File: src/rtl/pipe_gen.sv
// pipe_gen: upstream column generator for the pipe pipeline.
// Emits one 8-bit column per scroll period (2^PERIOD_LOG2 clocks). Runs of
// empty columns alternate with pipe columns; each pipe has a GAP_ROWS-row
// opening whose vertical position comes from an internal 8-bit LFSR.
// Optional feature: define PIPE_GEN_FIXED_GAP_EN to force the gap to the top
// rows (deterministic bring-up); the LFSR keeps stepping either way.
module pipe_gen #(
  parameter int         PERIOD_LOG2 = 10,
  parameter int         SPACING     = 4,
  parameter int         PIPE_WIDTH  = 1,
  parameter int         GAP_ROWS    = 3,
  parameter logic [7:0] SEED        = 8'hA5
) (
  input  logic       clk,
  input  logic       reset,
  input  logic       run,
  output logic [7:0] location,
  output logic       col_strobe,
  output logic [7:0] pipes
);

  localparam int MAXTOP  = 8 - GAP_ROWS;
  localparam int CNT_MAX = (SPACING > PIPE_WIDTH) ? SPACING : PIPE_WIDTH;
  localparam int CNT_W   = (CNT_MAX > 1) ? $clog2(CNT_MAX) : 1;

  typedef enum logic {ST_GAP = 1'b0, ST_PIPE = 1'b1} state_t;

  state_t                 r_state;
  logic [CNT_W-1:0]       r_col_cnt;
  logic [PERIOD_LOG2-1:0] r_div;
  logic [7:0]             r_lfsr;
  logic [7:0]             r_location;
  logic                   r_strobe;
  logic [7:0]             r_pipes;

  logic                   w_tick;
  logic [7:0]             w_lfsr_next;
  logic [2:0]             w_top;
  logic [7:0]             w_pattern;

  // Fibonacci step; taps 8,6,5,4 keep a nonzero state nonzero.
  function automatic logic [7:0] lfsr_step(input logic [7:0] s);
    return {s[6:0], s[7] ^ s[5] ^ s[4] ^ s[3]};
  endfunction

  // Column with rows top..top+GAP_ROWS-1 cleared; all other rows lit.
  function automatic logic [7:0] gap_pattern(input logic [2:0] top);
    logic [7:0] p;
    for (int b = 0; b < 8; b++) begin
      p[b] = !((b >= int'(top)) && (b < int'(top) + GAP_ROWS));
    end
    return p;
  endfunction

  // Pipe counter for scoring never wraps.
  function automatic logic [7:0] sat_inc(input logic [7:0] v);
    return (v == 8'hFF) ? v : v + 8'd1;
  endfunction

`ifdef PIPE_GEN_FIXED_GAP_EN
  assign w_top = 3'd0;
`else
  // Fold out-of-range draws back into the legal range instead of redrawing,
  // so every pipe costs exactly one LFSR step.
  function automatic logic [2:0] fold_top(input logic [2:0] r);
    if (int'(r) > MAXTOP) return 3'(int'(r) - (MAXTOP + 1));
    return r;
  endfunction

  assign w_top = fold_top(w_lfsr_next[2:0]);
`endif

  assign w_tick      = run & (&r_div);
  assign w_lfsr_next = lfsr_step(r_lfsr);
  assign w_pattern   = gap_pattern(w_top);

  assign location   = r_location;
  assign col_strobe = r_strobe;
  assign pipes      = r_pipes;

  // Period divider, column strobe and GAP/PIPE sequencer, all advancing on tick.
  always_ff @(posedge clk) begin
    if (reset) begin
      r_state    <= ST_GAP;
      r_col_cnt  <= '0;
      r_div      <= '0;
      r_lfsr     <= SEED;
      r_location <= 8'h00;
      r_strobe   <= 1'b0;
      r_pipes    <= 8'h00;
    end else begin
      r_strobe <= w_tick;
      if (run) begin
        r_div <= r_div + PERIOD_LOG2'(1);
      end
      if (w_tick) begin
        case (r_state)
          ST_GAP: begin
            if (r_col_cnt == CNT_W'(SPACING - 1)) begin
              r_lfsr     <= w_lfsr_next;
              r_location <= w_pattern;
              r_col_cnt  <= '0;
              r_pipes    <= sat_inc(r_pipes);
              r_state    <= ST_PIPE;
            end else begin
              r_location <= 8'h00;
              r_col_cnt  <= r_col_cnt + CNT_W'(1);
            end
          end
          ST_PIPE: begin
            if (r_col_cnt == CNT_W'(PIPE_WIDTH - 1)) begin
              r_location <= 8'h00;
              r_col_cnt  <= '0;
              r_state    <= ST_GAP;
            end else begin
              r_col_cnt  <= r_col_cnt + CNT_W'(1);
            end
          end
          default: begin
            r_state <= ST_GAP;
          end
        endcase
      end
    end
  end

endmodule

File: config.mk
export PLATFORM = sky130hd
export DESIGN_NAME = pipe_gen
export DESIGN_NICKNAME = d
export VERILOG_FILES = /design/src/rtl/pipe_gen.sv
export SDC_FILE = /design/constraint.sdc
export NUM_CORES = 1
export LEC_CHECK = 0
export BUFFER_PORTS_ARGS = -buffer_cell sky130_fd_sc_hd__buf_2
export CAP_MARGIN = 20
export CORE_MARGIN = 4
export CORE_UTILIZATION = 60
export CTS_BUF_LIST = sky130_fd_sc_hd__clkbuf_4
export CTS_CLUSTER_SIZE = 20
export DETAILED_ROUTE_END_ITERATION = 7
export GPL_ROUTABILITY_DRIVEN = 0
export GPL_TIMING_DRIVEN = 1
export PLACE_DENSITY = 0.81
export REMOVE_ABC_BUFFERS = 1
export SLEW_MARGIN = 20
export SYNTH_ARGS = -nofsm -noshare
export SYNTH_HDL_FRONTEND = slang
export SYNTH_SLANG_ARGS = --single-unit
File: constraint.sdc
create_clock -name clk -period 2.6 [get_ports clk]
set_clock_uncertainty 0.2 [all_clocks]
set_input_delay 0.78 -clock clk [delete_from_list [all_inputs] [get_ports clk]]
set_output_delay 0.78 -clock clk [all_outputs]
set_load 0.02 [all_outputs]
---- Yosys cells after proc, flatten, opt, wreduce, memory -nomap -nowiden ----
Cells that the tools add are included.
storage, ports and cells
  bits of input ports ..................... 3
  logic and storage cells ................. 69
  output and inout bits ................... 17
  bits in registers ....................... 38
cells by class
  eq/ne operators ......................... 3
  bitwise gates (word level) .............. 6
  reductions and logical operators ........ 20
  $lt $le $gt $ge ......................... 16
  $add $sub $neg .......................... 5
  muxes and demuxes ....................... 12
operator list
  cell                     number
  $lt A4 B32 Y1 const A    3
  $lt A3 B32 Y1 const A    2
  $lt A1 B32 Y1 const A    1
  $lt A2 B32 Y1 const A    1
  $mux W8                  2
  $pmux W8 S2              1
  $add A10 B1 Y10 const B  1
  $reduce_and A10 Y1       1
  $ge A3 B3 Y1 const A     3
  $add A8 B1 Y8 const B    1
  $eq A8 B8 Y1 const B     1
  $logic_not A1 Y1         8
  $logic_and A1 B1 Y1      7
  $ge A1 B3 Y1 const A     2
  $ge A2 B3 Y1 const A     2
  $mux W3                  2
  $add A3 B2 Y4 const B    1
  $lt A3 B4 Y1 const A     1
  $mux W2                  2
  $pmux W2 S2              1
  $reduce_and A4 Y1        1
  $gt A3 B3 Y1 const B     1
  $mux W1                  3
  $reduce_and A3 Y1        1
  other kinds (10)         13

---- Depth between registers and ports, before layout ----
Gate-level depths: netlist (run 1).
  word-level depth ........................ 12
  depth in mapped cells ................... 8

---- Worst setup path after synthesis (run 1) ----
No wires, ideal clock.
  path type ............................... input to register
  start ................................... input run
  end ..................................... register r_pipes[5] (netlist: pipes[5])
  required time ........................... 2330 ps
  setup time .............................. 70 ps
  arrival time ............................ 2186 ps
  buffers on the path ..................... 1
  slack ................................... 144 ps
  cell stages on the path ................. 5
  path through ............................ nand4_4 > or4_4 > buf_6 > or4_1 > a21oi_1
on the way
  word-level cells in the longest chain between the ends .. 2
ends and longest elaborated chain
  element                             RTL line  source
  start: declaration                  16        input logic run,
  $and A1 B1 Y1                       73        assign w_tick = run & (&r_div);
  $reduce_and A4 Y1 (no source line)  n/a
  end signal: assignment              103       r_pipes <= sat_inc(r_pipes);
  end: declaration                    34        logic [7:0] r_pipes;
No other way between the ends.
A chain may end at the register's enable or synchronous reset.

---- Worst setup path after layout (run 1) ----
  start ................................... register r_div[0]
  end ..................................... register r_pipes[0] (netlist: pipes[0])
on the way
  word-level cells in the longest chain between the ends .. 3
ends and longest elaborated chain
  element                             RTL line  source
  start: declaration                  30        logic [PERIOD_LOG2-1:0] r_div;
  start signal: assignment            94        r_div <= r_div + PERIOD_LOG2'(1);
  $reduce_and A10 Y1                  73
  $and A1 B1 Y1                       73
  $reduce_and A4 Y1 (no source line)  n/a
No other way between the ends.

==> results.txt, run 1 <==
* Status: finished clean
* YS warnings: 0
- Most numerous cell in the Yosys netlist: dfxtp_1
- The later pin in the worst-skew pair is clocked with a latency of 340 ps.
- In the finished design, the share of the clock period the worst path needs comes to 87.0%.
* Number of storage elements in the synthesis netlist: 38
- Measured in cells, the most critical reg-to-reg path has a length of 6.
- Maximum frequency from static timing analysis: ~440 MHz
- Type of destination of the critical path: register
- The average instance in the mapped netlist occupies around 8.5 um2.
* Share of the yosys chip area belonging to registers: between 40% and 50%
* Final-layout setup total negative slack: 0 ps
- Data on the critical path is required at its endpoint by about 2700 ps.
- The first global-routing pass estimated 6620 um of wire.
- After global routing the overflow that remains totals 0.
- Number of buffer cells added on primary ports: 19
* Post-placement cell area: roughly 2000 um2
* Transition time at the pin with the least slew margin: about 430 ps
- Setup repair after global routing missed its margin: no
* Leakage power summed over all cells: 0.000789 uW
- Number of optimization iterations in the first detailed-route pass: 4
* CORE AREA: roughly 2800 um2
- For this block, the routed nets add up to 3680 um of wire.
- Number of hold buffers added after CTS: 0
* Worst slack after detailed placement: roughly 56 ps
- FF-to-FF End: pipes[0]$_SDFFE_PP0P_
* Root cell of the clock tree: clkbuf_4
* Max Transition Viols Final: 0
- The floorplan has 19 rows.
- FF-to-FF Start: r_div[0]$_SDFFE_PP0P_
- Total I/O pin count: 20
- Area added between synthesis and finish: 11.4%
- TritonCTS clock tree: built
- NumNets Final: 249
- Busiest layer in global routing: met2
* Met1 track demand over resource: roughly 22%
- Dominant cells by area after synthesis: dfxtp_1, ha_1, a21oi_1
- The smallest clock period supported by the final layout is computed as ~2300 ps.
- Post-synth EDFFs: 0
* Die ar.: around 4000 um2
* Number of setup buffers added after CTS: 0
- 0 antenna diodes ended up in the layout.
- For this design, the sink count on the clock tree is 38.
- In this run, the number of DRC markers left after iteration 0 of detailed routing was between 90 and 100.
- Clock buffers created by TritonCTS: 5
- Hold-critical path endpoint: r_lfsr[6]$_SDFFE_PP0P_
* Ratio of cells with drive above 1 in the final layout: roughly 16%
- H-tree level count: 2
- Gr usage total: 20.5%
- After synthesis, the netlist uses 38 different library cells.
- Clock-pin slew was measured on the worst setup and hold paths at ~110 ps.
- Of all nets on the critical path, the largest fanout is 15.
- For this configuration, the core starts out at a cell density of between 60% and 70%.
- Counting every instance in the synthesized netlist gives ~210.
- Total half-perimeter wirelength after legalization and detailed placement: 2790 um
- Met3 track demand over resource in global routing: under 10%
- Post-cts repair resize count: 0
- Final design area excluding fillers: 2010 um2
- Relative slew slack: 71.0%
* Final Hold Violating Endpoints: 0
- Counting instances in the post-synthesis netlist gives the leading cell types as dfxtp_1, nand2_1, a21oi_1.
* Arrival time of data at the critical path endpoint: ~2300 ps
- Summed over all instances, the cell type with the most area after synthesis is dfxtp_1.
- Reg2Reg Setup Slack: about 340 ps
- Power density over the cells: 452 nW/um2
- Entering global routing, the biggest net connects 23 pins.
* Async set-or-reset flop fraction in the synthesized netlist: 0%
* Final setup violating endpoints: 0
- Number of remaining DRC errors: 0
- Once detail routing completed, the nets flagged for antenna violations numbered 0.
- Max-Cap Viols: 0
* Hold Path Cell Cnt: 2
- Dividing the detail-routed via count by the number of cells gives 5.91.
- Worst vdd ir: just over 400 uV
- Measured along the x axis, the die boundary spans around 63 um.
* Bufs on Longest Clock Path: 2
- Hold crit path type: reg -> reg
- Setup slack closes at between 300 and 400 ps.
- Number of global-route vias before repair: 1503
- In the synthesized netlist the dominant register cell turns out to be dfxtp_1.
- The routed layout has around 1.6k vias.
- Met2 demand-to-capacity share in global routing: 38.5%
- Initial antenna violation count: 0
- The startpoint identified for the worst hold timing path is r_lfsr[6]$_SDFFE_PP0P_.
* Cell Area, Synth: approximately 1800 um2
- Startpoint class of the critical path: register
- Summed over its instances, the top area cell type makes up 42.1% of the synthesized netlist area.
- In the final routed layout, each cell accounts on average for ~14 um.
* Die span in y: ~63 um
- The setup path with the least slack is of type reg -> reg.
* Final worst hold slack: between 200 and 300 ps
## stage by stage
stage / utilization, % / std cells / power (uW)
CTS: 71.7 / 269 / 917
finish: 71.7 / 269 / 909
global placement: 69.8 / 261 / 624
global route: 71.7 / 269 / 955
floorplan: - / 204 / 610
detailed placement: 69.8 / 261 / 627
## flip-flops by register name, indices dropped and copies added, names as in the netlist
register	flops
r_state	1
pipes	8
location	8
r_lfsr	8
r_div	10
col_strobe	1
r_col_cnt	2
## worst max-delay path by stage
| stage | from | endpoint | slack, ps | cells after the start |
|---|---|---|---|---|
| CTS | r_div[0]$_SDFFE_PP0P_ | pipes[0]$_SDFFE_PP0P_ | 330 | 6 |
| detailed placement | run | pipes[0]$_SDFFE_PP0P_ | 60 | 6 |
| global route | r_div[0]$_SDFFE_PP0P_ | pipes[0]$_SDFFE_PP0P_ | 240 | 6 |
| finish | r_div[0]$_SDFFE_PP0P_ | pipes[0]$_SDFFE_PP0P_ | 340 | 6 |
| floorplan | run | location[4]$_SDFFE_PP0P_ | -550 | 4 |
| global placement | run | pipes[0]$_SDFFE_PP0P_ | 110 | 6 |
## cells in the final DEF (no fill, tap or decap), types with 3 or more instances in the layout
master | synthesis | layout
a211oi_1 | 4 | 4
a21oi_1 | 21 | 21
and3_1 | 3 | 3
buf_2 | 0 | 19
buf_4 | 0 | 7
clkbuf_4 | 0 | 6
dfxtp_1 | 38 | 38
ha_1 | 9 | 9
inv_1 | 11 | 11
nand2_1 | 25 | 25
nand3_1 | 6 | 6
nand3b_1 | 3 | 3
nand4_1 | 4 | 4
nor2_1 | 17 | 17
nor3_1 | 4 | 4
o211ai_1 | 3 | 3
o21ai_0 | 14 | 14
o31ai_1 | 3 | 3
or3_1 | 5 | 5
xnor2_1 | 4 | 4
xor2_1 | 7 | 7
## final cells by class
cell class	instances	area, um2
multi-input cells	155	968
flip-flops and latches	38	761
clock inverters	2	8.76
clock buffers	6	45.0
fillers	222	795
repair buffers	26	148
inverters	11	41.3
well taps	31	38.8
## cell families (layout without fill, tap and decap cells)
logic type      Yosys count  count (layout)  synth area share, %
simple gates             81              81                 23.4
compound gates           52              52                 17.3
flops                    38              38                 42.1
buf+inv                  20              45                 4.57
xor+xnor                 11              11                 5.34
fa+ha+maj                 9               9                 6.24
mux                       2               2                 1.11
## per-layer routing
metal / up-vias / routed length, um
met4: 0 / 55
met2: 19 / 1890
met5: - / 0
met1: 759 / 1630
li1: 807 / -
met3: 6 / 106
## report_power, final
part           leakage (uW)  switching (uW)  internal [uW]  total, uW
Combinational      0.000450            16.5           8.46       25.0
Sequential         0.000306            3.02            585        588
Clock             0.0000331             183            112        295
Total              0.000789             203            706        909
## critical path: stages (launching register included)
cell     delay (ps)
dfxtp_1         380
ha_1            220
nand4_4         110
or4_4           590
buf_4           210
or3_1           350
a21oi_1         140
Note: power is estimated with default switching activity, not from simulation.
==> inputs of run 2 (changes only) <==
--- a/config.mk
+++ b/config.mk
@@ -7,6 +7,7 @@
 export LEC_CHECK = 0
 export BUFFER_PORTS_ARGS = -buffer_cell sky130_fd_sc_hd__buf_2
 export CAP_MARGIN = 20
+export CORE_ASPECT_RATIO = 1.25
 export CORE_MARGIN = 4
 export CORE_UTILIZATION = 60
 export CTS_BUF_LIST = sky130_fd_sc_hd__clkbuf_4
@@ -14,9 +15,8 @@
 export DETAILED_ROUTE_END_ITERATION = 7
 export GPL_ROUTABILITY_DRIVEN = 0
 export GPL_TIMING_DRIVEN = 1
-export PLACE_DENSITY = 0.81
+export PLACE_DENSITY = 0.86
 export REMOVE_ABC_BUFFERS = 1
-export SLEW_MARGIN = 20
 export SYNTH_ARGS = -nofsm -noshare
 export SYNTH_HDL_FRONTEND = slang
 export SYNTH_SLANG_ARGS = --single-unit
==> run 2 against run 1 <==
Clock power rose by 3%; routed wire length fell by 4.1%; final area rose by 0.87%; register-to-register slack barely moved; final cell count up 1.5%; sequential share of layout area shrank 0.33 points; combinational power down 4%; global-route usage shrank 2.4 points.
==> results.txt, run 2 (synthesis gave the netlist of run 1 again) <==
* Status: finished clean
- Number of antenna repair diodes: 0
- Global-route wire length before repair: between 5000 and 6000 um
* Die boundary width: about 57 um
- Once detail routing completed, the nets flagged for antenna violations numbered 0.
- Sequential cell area: approximately 760 um2
* Placed instance count: approximately 270
- Final design area excluding fillers: 2030 um2
* Hold-critical path endpoint: r_lfsr[6]$_SDFFE_PP0P_
- H-tree level count: 2
- In this run the worst hold path is classified as reg -> reg.
* NumNets Final: 249
- Counting instances, the worst hold path has a depth of 2.
* Root cell of the clock tree: clkbuf_4
- TritonCTS clock tree: built
- Maximum net fanout on the critical path: 7
* Most flops, register: r_div
- Data on the critical path is required at its endpoint by ~2700 ps.
* Reg2Reg Setup Slack: around 330 ps
- Hold path start: r_lfsr[6]$_SDFFE_PP0P_
- Count of filler cells inserted in the layout: 249
* Total length of routed wires: approximately 3500 um
* Overflow left after global routing: 0
- Combined area of the multi-input logic cells: 968 um2
* Worst stage delay on the critical path: around 590 ps
- CORE AREA: ~3000 um2
- Worst Reg2Reg Path Length in Cells: 5
- Startpoint-to-endpoint class of the critical path: reg -> reg
- Adding up every negative setup slack in the final design gives 0 ps.
- From synthesis to final layout, the design area changed by 12.3%.
- Number of vias in the routed layout: roughly 1.6k
* Startpoint class of the critical path: register
- Total I/O pin count: 20
- Max reg flops: 10
* Final setup violating endpoints: 0
* Number of hold buffers added after CTS: 0
- Clock buffers created by TritonCTS: 5
- The count of buffers added on input and output ports is 19.
* Gr usage total: roughly 18%
* Crit path max-delay cell type: or4_4
* Initial DRC count: 37
- The number of hold violations in the final report came to 0.
* Max-Cap Viols: 0
- The number of global-route vias before repair came to approximately 1.4k.
* Most frequent standard cell in the layout excluding fill and tap cells: dfxtp_1
- Ratio of final minimum period to clock period: just under 90%
- Number of setup buffers added after CTS: 0
* Crit-path cells: ha_1 -> nand4_4 -> or4_4 -> or4_1 -> a21oi_1
- Entering global routing, the biggest net connects 31 pins.
* Number of optimization iterations in the first detailed-route pass: 4
- Number of remaining DRC errors: 0
- Post-CTS repair changed the size of 0 cells.
- Excluding fillers, the count of instances in the completed layout stands at around 270.
* Top library cells by usage in the layout, fill and taps aside: dfxtp_1, nand2_1, a21oi_1, buf_2, nor2_1
- Detailed placement ended at an HPWL of between 2000 and 3000 um.
- Clock latency on the worst-skew pair, taken at its later pin, is between 300 and 400 ps.
- The number of antenna violations at the first check in global routing was 0.
- Relative slew slack: a little over two thirds
- The floorplan has 22 rows.
- Bufs on Longest Clock Path: 2
- The worst register-to-register path begins at r_div[0]$_SDFFE_PP0P_.
* Transition time at the pin with the least slew margin: ~440 ps
* Reg clk slew, reported paths: 110 ps
- The clock net in this run drives a total of 38 sinks.
- Based on the critical path, the design can be clocked at up to 441 MHz.
- Type of destination of the critical path: register
- Setup repair after global routing left no endpoint under its margin.
* Final critical delay including setup and external delays: about 2300 ps
* Power density over the cells: about 450 nW/um2
* Post-placement cell area: between 1500 and 2000 um2
* Ratio of cells with drive above 1 in the final layout: between 10% and 20%
* Detailed-route wire length per cell: ~13 um
* Effective utilization at floorplan: between 60% and 70%
* Max Transition Viols Final: 0
- FF-to-FF End: pipes[4]$_SDFFE_PP0P_
- For this design the static power due to leakage is 0.000791 uW.
- In this run the vertical extent of the chip is 69.3 um.
- Die ar.: slightly below 4000 um2
- Using the TritonRoute via totals, the vias-per-cell ratio works out to 5.80.
* Worst vdd ir: 376 uV
* Arrival time of data at the critical path endpoint: 2340 ps
-- run 2: cell types whose count changed in the layout (fill, tap and decap cells not counted) --
| cell | before | now |
|---|---|---|
| clkinv_1 | 1 | 0 |
| clkbuf_4 | 6 | 7 |
| buf_4 | 7 | 6 |
| buf_12 | 0 | 1 |
| clkinv_2 | 1 | 0 |
-- run 2: metrics by stage --
stage | total power, uW | util (%) | hold slack (ps) | setup slack (ps)
CTS | 924 | 69.5 | 259 | 330
floorplan | 610 | - | 226 | -550
finish | 917 | 69.5 | 262 | 334
global route | 951 | 69.5 | 271 | 244
global placement | 625 | 67.7 | 240 | 123
detailed placement | 626 | 67.7 | 244 | 77.8
-- run 2: how the worst max path moves through the flow --
stage                                startpoint                       end  slack (ps)
final                     r_div[0]$_SDFFE_PP0P_     pipes[4]$_SDFFE_PP0P_         330
after floorplan                             run  location[4]$_SDFFE_PP0P_        -550
after detailed placement                    run     pipes[4]$_SDFFE_PP0P_          80
after global placement                      run     pipes[4]$_SDFFE_PP0P_         120
after CTS                 r_div[0]$_SDFFE_PP0P_     pipes[4]$_SDFFE_PP0P_         330
after global routing      r_div[0]$_SDFFE_PP0P_      r_state$_SDFFE_PP0P_         240
-- run 2: cell type report --
cell class | instances | area share (%)
multi-input combinational | 155 | 47.7
sequential | 38 | 37.5
timing repair buffer | 26 | 7.90
clock buffer | 7 | 2.59
tap | 36 | 2.22
inverter | 11 | 2.04
-- run 2: per-layer routing --
metal	global-route usage, %	wire (um)	vias up
li1	-	-	803
met1	22.8	1620	729
met2	28.8	1630	42
met3	4.28	209	9
met4	8.51	68	0
met5	0	0	-
-- run 2: critical path, delay by kind of cell, from the launching register on --
kind            cells  cell delay, ps
compound gates      1             170
simple gates        3            1230
flops               1             370
fa+ha+maj           1             230
-- run 2: report_power, final --
group,total [uW],switching (uW),internal (uW),leakage [uW]
clock,305,183,123,0.0000322
sequential,588,2.77,585,0.000306
combinational,24.1,15.7,8.40,0.000453
==> inputs of run 3 (changes only) <==
--- a/config.mk
+++ b/config.mk
@@ -9,13 +9,13 @@
 export CAP_MARGIN = 20
 export CORE_ASPECT_RATIO = 1.25
 export CORE_MARGIN = 4
-export CORE_UTILIZATION = 60
+export CORE_UTILIZATION = 55
 export CTS_BUF_LIST = sky130_fd_sc_hd__clkbuf_4
 export CTS_CLUSTER_SIZE = 20
 export DETAILED_ROUTE_END_ITERATION = 7
 export GPL_ROUTABILITY_DRIVEN = 0
 export GPL_TIMING_DRIVEN = 1
-export PLACE_DENSITY = 0.86
+export PLACE_DENSITY = 0.74
 export REMOVE_ABC_BUFFERS = 1
 export SYNTH_ARGS = -nofsm -noshare
 export SYNTH_HDL_FRONTEND = slang
==> run 3 against run 2 <==
Maximum frequency grew 0.98%; sequential share of layout area shrank 0.092 points; via count is the same.
==> results.txt, run 3 (synthesis gave the netlist of run 1 again) <==
- Leakage power summed over all cells: around 0.00080 uW
* Number of global-route vias before repair: 1558
* Overflow left after global routing: 0
- Final setup slack of the worst path: 356 ps
- Setup repair after global routing left no endpoint under its margin.
- Antenna-violating nets left: 0
- Summed over all layers, the routed wires come to about 3700 um.
* Worst Reg2Reg Path Length in Cells: 5
- Effective utilization at floorplan: 56.5%
- Number of remaining DRC errors: 0
- 0 antenna diodes ended up in the layout.
* Relative slew slack: just under 70%
- Startpoint-to-endpoint class of the critical path: reg -> reg
- Summed over all nets, the half-perimeter wirelength after detailed placement is around 2700 um.
- Row generation in the floorplan step produced 23 rows.
* Post-placement cell area: approximately 2000 um2
- Die boundary width: approximately 60 um
- TritonCTS clock tree: built
- At the pin with the least slew margin, the transition time is between 400 and 500 ps.
* H-tree level count: 2
- Maximum net fanout on the critical path: 5
- Entering global routing, the biggest net connects 21 pins.
* Reg clk slew, reported paths: approximately 110 ps
* Global-route wire length before repair: 6330 um
* Root cell of the clock tree: clkbuf_4
* Max Transition Viols Final: 0
* Gr usage total: 18.7%
* Clock latency on the worst-skew pair: roughly 340 ps
- Ratio of final minimum period to clock period: a little under nine tenths
- The library cell used most frequently in the layout, excluding fill and tap cells, is dfxtp_1.
- At the worst endpoint, the arrival time is approximately 2300 ps.
- The worst register-to-register path begins at r_div[0]$_SDFFE_PP0P_.
- Type of destination of the critical path: register
* Final core utilization: a little under two thirds
- Buffers placed on the I/O ports in this run total 19.
* Status: finished clean
- Die ar.: 4270 um2
* FF-to-FF End: pipes[5]$_SDFFE_PP0P_
- Final Hold Violating Endpoints: 0
* Setup crit start: r_div[0]$_SDFFE_PP0P_
- In this run, the number of DRC markers left after iteration 0 of detailed routing was 49.
- The tree built by TritonCTS fans out to 38 sinks.
* Final setup violating endpoints: 0
- Max reg flops: 10
* Top library cells by usage in the layout, fill and taps aside: dfxtp_1, nand2_1, a21oi_1, buf_2, nor2_1
* Count of filler cells inserted in the layout: between 200 and 300
* Initial antenna violation count: 0
- Startpoint class of the critical path: register
* Worst slack after detailed placement: between 90 and 100 ps
- Detailed-route wire length per cell: between 10 and 15 um
* Most flops, register: r_div
- Post-CTS timing repair inserted 0 buffers for setup.
- Bufs on Longest Clock Path: 2
* Max-Cap Viols: 0
* Area added between synthesis and finish: 12.6%
* Via/cell ratio: between 5 and 6
- Final critical delay including setup and external delays: ~2200 ps
- The core region is roughly 3200 um2.
* Number of vias in the routed layout: roughly 1.6k
- Final design area excluding fillers: 2030 um2
* NumNets Final: ~250
- Reg2Reg Setup Slack: approximately 360 ps
- Die span in y: 72.1 um
- Adding up every negative setup slack in the final design gives 0 ps.
- Number of optimization iterations in the first detailed-route pass: 4
- For the worst setup path, the data required time is 2660 ps.
* Maximum frequency from static timing analysis: 446 MHz
* Post-cts repair resize count: 0
* Worst vdd ir: roughly 410 uV
- The post-route netlist has approximately 17% of its cells at a drive strength greater than 1.
- Hold crit path type: reg -> reg
- Power density over the cells: ~450 nW/um2
- Buffers inserted to repair hold after CTS numbered 0.
* Total I/O pin count: 20
- TritonCTS created 5 clock buffers.
- The most critical setup path has its endpoint at pipes[5]$_SDFFE_PP0P_.
==> run 3: where the power goes <==
| group | leakage (uW) | switching (uW) | internal, uW |
|---|---|---|---|
| combinational | 0.000459 | 15.8 | 9.40 |
| clock | 0.0000331 | 191 | 112 |
| sequential | 0.000306 | 2.84 | 585 |
| total | 0.000798 | 210 | 707 |
==> run 3: critical path, stage by stage (launching register included) <==
cell	delay [ps]
dfxtp_1	380
ha_1	230
nand4_4	110
or4_4	580
or4_1	510
a21oi_1	160
==> run 3: cell type report <==
cell class / instances / area, um2 / area share (%)
Clock buffer: 6 / 45.0 / 2.22
Clock inverter: 2 / 8.76 / 0.431
Multi-Input combinational cell: 155 / 968 / 47.6
Tap cell: 37 / 46.3 / 2.28
Sequential cell: 38 / 761 / 37.4
Inverter: 11 / 41.3 / 2.03
Timing Repair Buffer: 28 / 163 / 8.00
==> run 3: how the worst min path moves through the flow <==
| stage | cells after the start | to | slack (ps) | start |
|---|---|---|---|---|
| 2_1_floorplan | 2 | r_lfsr[6]$_SDFFE_PP0P_ | 230 | r_lfsr[6]$_SDFFE_PP0P_ |
| 3_3_place_gp | 2 | r_lfsr[6]$_SDFFE_PP0P_ | 250 | r_lfsr[6]$_SDFFE_PP0P_ |
| 3_5_place_dp | 2 | r_lfsr[6]$_SDFFE_PP0P_ | 260 | r_lfsr[6]$_SDFFE_PP0P_ |
| 4_1_cts | 2 | r_lfsr[6]$_SDFFE_PP0P_ | 270 | r_lfsr[6]$_SDFFE_PP0P_ |
| 5_1_grt | 2 | r_lfsr[6]$_SDFFE_PP0P_ | 300 | r_lfsr[6]$_SDFFE_PP0P_ |
| 6_report | 2 | r_lfsr[6]$_SDFFE_PP0P_ | 270 | r_lfsr[6]$_SDFFE_PP0P_ |
==> run 3: stage by stage <==
step           power, uW  hold WS [ps]  instances
2_1_floorplan        610           226        204
3_3_place_gp         627           245        269
3_5_place_dp         627           255        269
4_1_cts              925           273        277
5_1_grt              949           296        277
6_report             917           271        277
==> run 3: layer usage <==
layer	track usage [%]	wire (um)	part of all wire [%]
met1	20.2	1600	43
met3	3.20	152	4.1
met2	34.6	1900	51
met5	0	0	0
met4	8.06	43	1.2
